[src/rtl/rx_router_pkg.sv]
// Shared constants and helpers for the receive channel router.
// Default parameters and a constant log2 helper for sizing.
package rx_router_pkg;

   localparam int MAX_CH = 8;
   localparam int SEL_W  = 3;

   localparam int DEF_NUM_CH    = 4;
   localparam int DEF_DATA_W    = 8;
   localparam int DEF_DEPTH     = 16;
   localparam int DEF_AF_THRESH = 12;
   localparam int DEF_CNT_W     = 8;

   // ceil(log2(v)), usable in constant expressions
   function automatic int clog2(input int v);
      int r;
      r = 0;
      for (int i = 0; i < 31; i++) begin
         if ((1 << i) < v) r = i + 1;
      end
      return r;
   endfunction

endpackage

[src/rtl/rx_chan_fifo.sv]
// One receive channel: register-array FIFO with occupancy,
// flush, sticky overflow flag and saturating drop counter.
module rx_chan_fifo
   import rx_router_pkg::*;
#(
   parameter int DATA_W    = DEF_DATA_W,
   parameter int DEPTH     = DEF_DEPTH,
   parameter int AF_THRESH = DEF_AF_THRESH,
   parameter int CNT_W     = DEF_CNT_W,
   localparam int PW       = clog2(DEPTH),
   localparam int CW       = PW + 1
) (
   input  logic              clk,
   input  logic              rst_n,
   input  logic              wr_i,
   input  logic [DATA_W-1:0] data_i,
   input  logic              rd_i,
   input  logic              flush_i,
   input  logic              clr_i,
   output logic [DATA_W-1:0] data_o,
   output logic              valid_o,
   output logic              empty_o,
   output logic              full_o,
   output logic              afull_o,
   output logic [CW-1:0]     count_o,
   output logic              ovf_o,
   output logic [CNT_W-1:0]  drop_o
);

   logic [DATA_W-1:0] mem_q [DEPTH];
   logic [PW-1:0]     wptr_q, wptr_d;
   logic [PW-1:0]     rptr_q, rptr_d;
   logic [CW-1:0]     count_q, count_d;
   logic [DATA_W-1:0] dout_q;
   logic              valid_q;
   logic              ovf_q, ovf_d;
   logic [CNT_W-1:0]  drop_q, drop_d;
   logic              is_full, is_empty;
   logic              do_wr, do_rd, drop;

   assign is_full  = (count_q == CW'(DEPTH));
   assign is_empty = (count_q == '0);

   // A read on a full channel frees the slot the write lands in
   assign do_rd = rd_i & ~is_empty & ~flush_i;
   assign do_wr = wr_i & ~flush_i & (~is_full | do_rd);
   assign drop  = wr_i & ~flush_i & is_full & ~do_rd;

   // Pointer/occupancy next state; flush overrides everything
   always_comb begin
      wptr_d  = wptr_q;
      rptr_d  = rptr_q;
      count_d = count_q;
      if (flush_i) begin
         wptr_d  = '0;
         rptr_d  = '0;
         count_d = '0;
      end else begin
         if (do_wr) wptr_d = wptr_q + 1'b1;
         if (do_rd) rptr_d = rptr_q + 1'b1;
         if (do_wr && !do_rd) count_d = count_q + 1'b1;
         else if (do_rd && !do_wr) count_d = count_q - 1'b1;
      end
   end

   // Error tracking: a drop in the clear cycle still registers
   always_comb begin
      ovf_d  = ovf_q;
      drop_d = drop_q;
      if (clr_i) begin
         ovf_d  = 1'b0;
         drop_d = '0;
      end
      if (drop) begin
         ovf_d = 1'b1;
         if (drop_d != '1) drop_d = drop_d + 1'b1;
      end
   end

   // Control and read-data registers
   always_ff @(posedge clk or negedge rst_n) begin
      if (!rst_n) begin
         wptr_q  <= '0;
         rptr_q  <= '0;
         count_q <= '0;
         dout_q  <= '0;
         valid_q <= 1'b0;
         ovf_q   <= 1'b0;
         drop_q  <= '0;
      end else begin
         wptr_q  <= wptr_d;
         rptr_q  <= rptr_d;
         count_q <= count_d;
         valid_q <= do_rd;
         ovf_q   <= ovf_d;
         drop_q  <= drop_d;
         if (do_rd) dout_q <= mem_q[rptr_q];
      end
   end

   // Entry storage, no reset needed
   always_ff @(posedge clk) begin
      if (do_wr) mem_q[wptr_q] <= data_i;
   end

   assign data_o  = dout_q;
   assign valid_o = valid_q;
   assign empty_o = is_empty;
   assign full_o  = is_full;
   assign afull_o = (count_q >= CW'(AF_THRESH));
   assign count_o = count_q;
   assign ovf_o   = ovf_q;
   assign drop_o  = drop_q;

endmodule

[src/rtl/rx_channel_router.sv]
// Fans received bytes out to NUM_CH independent FIFO channels
// chosen by chan_sel, flagging writes to nonexistent channels.
module rx_channel_router
   import rx_router_pkg::*;
#(
   parameter int NUM_CH    = DEF_NUM_CH,
   parameter int DATA_W    = DEF_DATA_W,
   parameter int DEPTH     = DEF_DEPTH,
   parameter int AF_THRESH = DEF_AF_THRESH,
   parameter int CNT_W     = DEF_CNT_W,
   localparam int CW       = clog2(DEPTH) + 1
) (
   input  logic                     clk,
   input  logic                     SYS_reset,
   input  logic                     wr_valid,
   input  logic [DATA_W-1:0]        data_in,
   input  logic [SEL_W-1:0]         chan_sel,
   input  logic [NUM_CH-1:0]        rd_req,
   input  logic [NUM_CH-1:0]        flush,
   input  logic                     clr_err,
   output logic [NUM_CH*DATA_W-1:0] data_out,
   output logic [NUM_CH-1:0]        data_valid,
   output logic [NUM_CH-1:0]        empty,
   output logic [NUM_CH-1:0]        full,
   output logic [NUM_CH-1:0]        almost_full,
   output logic [NUM_CH*CW-1:0]     count,
   output logic [NUM_CH-1:0]        ovf,
   output logic [NUM_CH*CNT_W-1:0]  drop_cnt,
   output logic                     bad_sel
);

   localparam logic [SEL_W:0] NCH = (SEL_W + 1)'(NUM_CH);

   logic sel_ok;
   logic bad_q, bad_d;

   assign sel_ok = ({1'b0, chan_sel} < NCH);

   // Sticky bad-select flag; a bad write beats a clear
   always_comb begin
      bad_d = bad_q;
      if (clr_err) bad_d = 1'b0;
      if (wr_valid && !sel_ok) bad_d = 1'b1;
   end

   // Bad-select register
   always_ff @(posedge clk or negedge SYS_reset) begin
      if (!SYS_reset) bad_q <= 1'b0;
      else            bad_q <= bad_d;
   end

   assign bad_sel = bad_q;

   for (genvar c = 0; c < NUM_CH; c++) begin : g_ch
      localparam logic [SEL_W-1:0] CID = SEL_W'(c);
      logic wr_c;

      assign wr_c = wr_valid & sel_ok & (chan_sel == CID);

      rx_chan_fifo #(
         .DATA_W    (DATA_W),
         .DEPTH     (DEPTH),
         .AF_THRESH (AF_THRESH),
         .CNT_W     (CNT_W)
      ) u_fifo (
         .clk     (clk),
         .rst_n   (SYS_reset),
         .wr_i    (wr_c),
         .data_i  (data_in),
         .rd_i    (rd_req[c]),
         .flush_i (flush[c]),
         .clr_i   (clr_err),
         .data_o  (data_out[c*DATA_W +: DATA_W]),
         .valid_o (data_valid[c]),
         .empty_o (empty[c]),
         .full_o  (full[c]),
         .afull_o (almost_full[c]),
         .count_o (count[c*CW +: CW]),
         .ovf_o   (ovf[c]),
         .drop_o  (drop_cnt[c*CNT_W +: CNT_W])
      );
   end

endmodule

[config.mk]
export PLATFORM = sky130hd
export DESIGN_NAME = rx_channel_router
export DESIGN_NICKNAME = d
export VERILOG_FILES = /design/src/rtl/rx_router_pkg.sv /design/src/rtl/rx_chan_fifo.sv /design/src/rtl/rx_channel_router.sv
export SDC_FILE = /design/constraint.sdc
export NUM_CORES = 1
export LEC_CHECK = 0
export ABC_AREA = 0
export CORE_ASPECT_RATIO = 0.8
export CORE_MARGIN = 10
export CORE_UTILIZATION = 30
export CTS_BUF_LIST = sky130_fd_sc_hd__clkbuf_2 sky130_fd_sc_hd__clkbuf_4 sky130_fd_sc_hd__clkbuf_8
export DETAILED_ROUTE_END_ITERATION = 10
export GPL_TIMING_DRIVEN = 0
export PLACE_DENSITY = 0.52
export SLEW_MARGIN = 0
export SYNTH_ARGS = -nofsm -noshare
export SYNTH_HDL_FRONTEND = slang
export SYNTH_HIERARCHICAL = 1
export SYNTH_SLANG_ARGS = --single-unit
[constraint.sdc]
create_clock -name clk -period 3.55 [get_ports clk]
set_clock_uncertainty 0.1 [all_clocks]
set_input_delay 0.355 -clock clk [delete_from_list [all_inputs] [get_ports clk]]
set_output_delay 0.355 -clock clk [all_outputs]
set_load 0.005 [all_outputs]
# After elaboration in Yosys (flattened, before gate mapping)
# Memory sizes are Yosys's and may differ from the RTL's. A register that Yosys moved wholly into a read port is not among the register bits.
# Index checks and enable logic that the tools add are counted.
# totals
regBits,93
ram_bits,512
output_inout_bits,105
wordCells,212
n_memories,4
# classes
add_sub_neg,20
magnitude_cmp,5
n_eq_ne,11
mux,54
bitwise,49
n_reduce_logical,44
# mem_list
memory,words,word_bits,read_ports,rd_ports_with_merged_regs,wr,line_no,rtl
g_ch[0].u_fifo.mem_q,16,8,1,1,1,rx_chan_fifo.sv:30,logic [DATA_W-1:0] mem_q [DEPTH];
g_ch[1].u_fifo.mem_q,16,8,1,1,1,rx_chan_fifo.sv:30,
g_ch[2].u_fifo.mem_q,16,8,1,1,1,rx_chan_fifo.sv:30,
g_ch[3].u_fifo.mem_q,16,8,1,1,1,rx_chan_fifo.sv:30,
# ops
cell,n
$mux 8,12
$mux 4,16
$mux 5,12
$add 4x1->4 const B,8
$add 8x1->8 const B,4
$ne 8x8->1 const B,4
$and 1x1->1,29
$reduce_bool 2->1,13
$add 5x1->5 const B,4
$eq 5x5->1 const B,4
$ge 5x4->1 const B,4
$logic_not 5->1,4
$sub 5x1->5 const B,4
$not 1->1,16
$mux 1,14
$logic_not 1->1,13
$reduce_bool 3->1,4
$logic_and 1x1->1,9
$eq 3x2->1 const B,2
$or 1x1->1,4
$eq 3x1->1 const B,1
$logic_not 3->1,1
$lt 3x3->1 const B,1

# Depth between registers and ports, before layout
# depth
ltp_word,11
mapped_depth,10
ltp_nobuf,9

# Cells and area by module
# Netlist, hierarchy kept.
# by_module_without_submodules
module,instances,cells_each,area_per_inst_um2
rx_chan_fifo at g_ch[0].u_fifo ...,3,388,6650.1
rx_chan_fifo at g_ch[1].u_fifo,1,389,6739.0
rx_channel_router,1,8,88.8

# Worst setup path after synthesis
# No wires, ideal clock.
# synth_timing
kind,register to register
start,reg g_ch[1].u_fifo.count_q[1]
end,reg g_ch[1].u_fifo.count_q[4]
arrival_time_ps,2787
setup_slack_ps,593
path_stages_with_launch,10
n_path_buf,1
period_less_slack_ps,2957
cell_sequence,dfrtp_1 > or4_1 > buf_4 > o21ai_2 > nand2_1 > fa_1 > a21o_1 > a2111oi_0 > mux2i_1 > nand3_1
# synth_between
elab_chain_cells,9
# synth_rtl
item,line_no,rtl
from (decl),rx_chan_fifo.sv:33,"logic [CW-1:0] count_q, count_d;"
from (signal assigned),rx_chan_fifo.sv:93,count_q <= count_d;
$logic_not 5->1,rx_chan_fifo.sv:42,assign is_empty = (count_q == '0);
$not 1->1,rx_chan_fifo.sv:45,assign do_rd = rd_i & ~is_empty & ~flush_i;
$and 1x1->1 (2 in series),rx_chan_fifo.sv:45,
$or 1x1->1,rx_chan_fifo.sv:46,assign do_wr = wr_i & ~flush_i & (~is_full | do_rd);
$and 1x1->1,rx_chan_fifo.sv:46,
$logic_and 1x1->1 / $logic_not 1->1 (equally long branches),"rx_chan_fifo.sv:61, rx_chan_fifo.sv:62",
$mux 5 / $logic_and 1x1->1 (equally long branches),"rx_chan_fifo.sv:61, rx_chan_fifo.sv:62",
$mux 5 / $reduce_bool 3->1 (equally long branches),--,
# Several ways; a longest one is shown, not always the timed one. The select of a mux whose other input is x is not followed.
# A chain may end at the register's enable or synchronous reset.

# Worst setup path after layout
# Ends and elaborated chain as after synthesis.

==> impl_summary.log <==
[metrics] Internal Dissipation: 14.05 mW
[metrics] CTS root buf: sky130_fd_sc_hd__clkbuf_8
[metrics] leading cell types by total area after synthesis: sky130_fd_sc_hd__edfxtp_1, sky130_fd_sc_hd__dfrtp_1, sky130_fd_sc_hd__mux4_2, sky130_fd_sc_hd__mux2_2, sky130_fd_sc_hd__ha_1
[metrics] CP Buf/Inv Count: 1
[metrics] slowest stage cell, crit path: sky130_fd_sc_hd__or4_1
[metrics] via density per instance: 4.885
[metrics] top routing layer in use: met4
[metrics] Horiz. Die Dim: 354.0 µm
[metrics] RD Place Congestion: 0.7887
[metrics] most frequent cells after synthesis: sky130_fd_sc_hd__edfxtp_1, sky130_fd_sc_hd__mux4_2, sky130_fd_sc_hd__dfrtp_1, sky130_fd_sc_hd__a21oi_1, sky130_fd_sc_hd__nor2_1
[metrics] post-synthesis net count: 1,628
[metrics] total number of nets in the final design: 1,870
[metrics] shortest clock period the worst path allows after layout: 3.302 ns
[metrics] met3 wire length: 3268 µm
[metrics] final cycle utilization of the critical path: 93.02%
[metrics] final hold violations: 0
[metrics] TritonCTS clock tree: done
[metrics] antenna viol nets, final: 0
[metrics] Congestion Overflow GR: 0
[metrics] worst hold slack: 0.06491 ns
[metrics] Worst VDD drop: 0.3005 mV
[metrics] top achievable clock speed: 302.8 MHz
[metrics] post-detailed-placement cell area: 0.02964 mm²
[metrics] total power consumption of the routed design: 19.42 mW
[metrics] worst flop-to-flop path startpoint: g_ch[1].u_fifo/count_o[1]
[metrics] Leak: 10.62 nW
[metrics] Fill cells: 8,294
[metrics] post-route design area: 0.03189 mm²
[metrics] slew margin rel.: 25.91%
[metrics] count of cell instances traversed by the critical path: 9
[metrics] count of cell types in the netlist: 69
[metrics] antenna violations before repair: 2
[metrics] full die area: 0.1017 mm²
[metrics] total number of vias: 15,060
[metrics] number of cells traversed by the worst register-to-register path: 9
[metrics] power per unit of standard cell area: 609.0 mW/mm²
[metrics] Worst path max stage delay: 0.54 ns
[metrics] setup TNS after final layout: 0 ns
[metrics] post-detailed-route DRC marker count: 0
[metrics] worst-skew pair later-pin latency: 0.71 ns
[metrics] buffers from clock root to sink, at most: 3
[metrics] delay-heaviest family, CP: compound AO/OA/AOI/OAI gates
[metrics] Crit Path Category: register to register
[metrics] fraction of registers with async set/reset: 19.62%
[metrics] most frequent cell after synthesis: sky130_fd_sc_hd__edfxtp_1
[metrics] die outline height: 287.2 µm
[metrics] outcome: completed
[metrics] Routed Wire Length: 65,660 µm
[metrics] metal1 wirelength: 30,940 µm
[metrics] Boundary Pins: 128
[metrics] met2 routed wirelength: 30,070 µm
[metrics] library cell with the largest summed area after synthesis: sky130_fd_sc_hd__edfxtp_1
[metrics] part of the power in the clock network: 34.3%
[metrics] R2R setup slack: 0.25 ns
[metrics] Area Growth Syn to Fin: 19.08%
[metrics] cell area after synthesis: 0.02678 mm²
[metrics] nature of the critical path endpoint: register
[metrics] number of CTS-inserted buffers: 105
[metrics] pin count of the biggest net entering global routing: 77
[metrics] Port Buf Inserts: 123
[metrics] core area: 0.08799 mm²
[metrics] count of state elements after synthesis: 637
[metrics] first-pass GRT wire length: 99,470 µm
[metrics] number of design-rule violations left by the first detailed-router iteration: 1,103
[metrics] relative contribution of combinational cells to total power: 20.7%
[metrics] fraction of layout cells with a size suffix above 1: 22.98%
[metrics] final routed wire length divided by cell count: 21.30 µm
[metrics] most used flip-flop cell after synthesis: sky130_fd_sc_hd__edfxtp_1
[metrics] crit path cell chain: or4_1, buf_4, o21ai_2, nand2_1, fa_1, a21o_1, a2111oi_0, mux2i_1, nand3_1
[metrics] arrival time reported for the critical path endpoint: 3.83 ns
[metrics] clock-pin slew of the registers on the worst-case setup and hold paths: 0.06 ns
[metrics] critical path capture point: g_ch[1].u_fifo/count_o[4]
[metrics] number of search-and-repair iterations in the first detailed-routing pass: 5
[metrics] top fanout value on the critical path: 7
[metrics] Worst Path Required: 4.08 ns
[metrics] share of the synthesized area in the top cell type: 57.42%
[metrics] Least-Margin Pin Slew: 1.102 ns
[metrics] reported max-cap violation count: 0
[metrics] global-route usage over all layers: 12.74%
[metrics] switching portion of total power: 27.66%
[metrics] Sink Count: 637
[metrics] total number of yosys warnings: 6
[metrics] net switching component of the power: 5.371 mW
[metrics] Reg2Reg Capture Point: g_ch[1].u_fifo/count_o[4]
[metrics] Core Rows: 97
[metrics] via count of the first global-routing pass: 15,610
[metrics] total count of max-transition violations in the final report: 0
[metrics] RSZ-0062 raised after global routing: no
[metrics] initial standard-cell utilization of the core: 30.43%
[metrics] cells after synthesis: 1,561
[metrics] endpoints failing setup: 0
[metrics] sequential element share of the synthesized area: 69.10%
[metrics] HPWL reported at the end of detailed placement: 43,150 µm
[metrics] Critical Path Start: g_ch[1].u_fifo/count_o[1]
[metrics] Post-Syn Area per Cell: 17.15 µm²
[metrics] number of flops mapped to enable cells by yosys: 512
[metrics] fraction of power consumed by sequential logic: 45.0%
[metrics] CP startpoint kind: register
[metrics] total number of H-tree levels: 3
[metrics] worst hold path type: input pin to register
-- cells in the final DEF (no fill, tap or decap), types with 27 or more instances in the layout --
master / netlist / layout
sky130_fd_sc_hd__mux4_2: 128 / 128
sky130_fd_sc_hd__o22ai_1: 65 / 65
sky130_fd_sc_hd__ha_1: 40 / 40
sky130_fd_sc_hd__clkbuf_4: 0 / 35
sky130_fd_sc_hd__edfxtp_1: 512 / 512
sky130_fd_sc_hd__nor2_1: 72 / 72
sky130_fd_sc_hd__clkdlybuf4s50_1: 0 / 114
sky130_fd_sc_hd__clkbuf_1: 40 / 40
sky130_fd_sc_hd__and2_1: 48 / 48
sky130_fd_sc_hd__nand2_1: 41 / 41
sky130_fd_sc_hd__a21oi_1: 75 / 75
sky130_fd_sc_hd__inv_1: 45 / 45
sky130_fd_sc_hd__dfrtp_1: 125 / 125
sky130_fd_sc_hd__mux2_2: 49 / 49
sky130_fd_sc_hd__nor2b_1: 27 / 27
sky130_fd_sc_hd__clkbuf_8: 0 / 112
-- power groups by stage --
| stage | registers (mW) | clock network [mW] | logic [mW] |
|---|---|---|---|
| CTS | 8.75 | 6.88 | 4.11 |
| floorplan | 8.80 | 0 | 2.38 |
| global placement | 8.91 | 0 | 3.98 |
| global route | 8.79 | 7.23 | 4.41 |
| finish | 8.74 | 6.65 | 4.03 |
| detailed placement | 8.90 | 0 | 4.08 |
-- worst register-to-register path, cell delays in order (launching register included) --
cell and delay, ns:
sky130_fd_sc_hd__dfrtp_1 0.43, sky130_fd_sc_hd__or4_1 0.54, sky130_fd_sc_hd__buf_4 0.19, sky130_fd_sc_hd__o21ai_2 0.35
sky130_fd_sc_hd__nand2_1 0.25, sky130_fd_sc_hd__fa_1 0.47, sky130_fd_sc_hd__a21o_1 0.24, sky130_fd_sc_hd__a2111oi_0 0.44
sky130_fd_sc_hd__mux2i_1 0.14, sky130_fd_sc_hd__nand3_1 0.10
-- metal layers --
layer  vias up  track usage, %
met5         -               0
met4         0           3.790
met3       112           2.632
met2       373           19.58
met1      7867           18.04
li1       6704               -
-- through the flow --
stage                     util, %  setup WS (ns)  instances
final                       36.24         0.2478       3082
after global routing        36.24        0.04433       3081
after global placement      33.52         -4.052       2872
after floorplan                 -         0.5934       1561
after CTS                   36.21         0.1378       3080
after detailed placement    33.69         -1.037       2881
-- worst min path at each step --
stage,cells past startpoint,start,end
final,1,data_in[7],g_ch[2].u_fifo/mem_q[14][7]
after global routing,1,data_in[7],g_ch[2].u_fifo/mem_q[6][7]
after CTS,3,flush[2],g_ch[2].u_fifo/count_o[0]
after detailed placement,1,SYS_reset,g_ch[0].u_fifo/drop_o[6]
after global placement,1,g_ch[3].u_fifo/ovf_o,g_ch[3].u_fifo/ovf_o
after floorplan,0,SYS_reset,bad_sel
-- sequential cells by signal (all words and copies together), names as in the netlist --
name                 count
bad_sel                  1
g_ch.u_fifo/count_o     20
g_ch.u_fifo/data_o      32
g_ch.u_fifo/drop_o      32
g_ch.u_fifo/mem_q      512
g_ch.u_fifo/ovf_o        4
g_ch.u_fifo/rptr_q      16
g_ch.u_fifo/valid_o      4
g_ch.u_fifo/wptr_q      16
-- logic make-up (layout without fill, tap and decap cells) --
kind of cell	count (synthesis)	after routing	share of synthesized area [%]
AOI/OAI and AO/OA	228	228	5.658
buffers and inverters	117	449	1.864
adders and majority gates	44	44	2.168
xor gates and xnor gates	29	29	0.9485
other	0	1	0
and+or+nand+nor	311	311	6.742
DFF	637	637	69.10
muxes	195	195	13.52
-- area by class of cell --
class	count	area (µm²)	area share, %
timing repair buffer	135	1420	4.454
tap	1188	1486	4.662
antenna	1	2.502	0.007848
clock inverter	50	380.4	1.193
inverter	48	180.2	0.5650
multi-input combinational	807	7791	24.43
clock buffer	147	1804	5.658
buffer	69	319.1	1.001
sequential	637	18500	58.03
-- what timing repair did --
item | CTS | global route
pin swaps | 0 | 1
hold buffers | 2 | 0
setup buffers | 0 | 1
setup endpoints to repair | 3 | 2
gates resized for setup | 1 | 1
endpoints found under the hold margin | 73 | 0
Note: power is estimated with default switching activity, not from simulation.
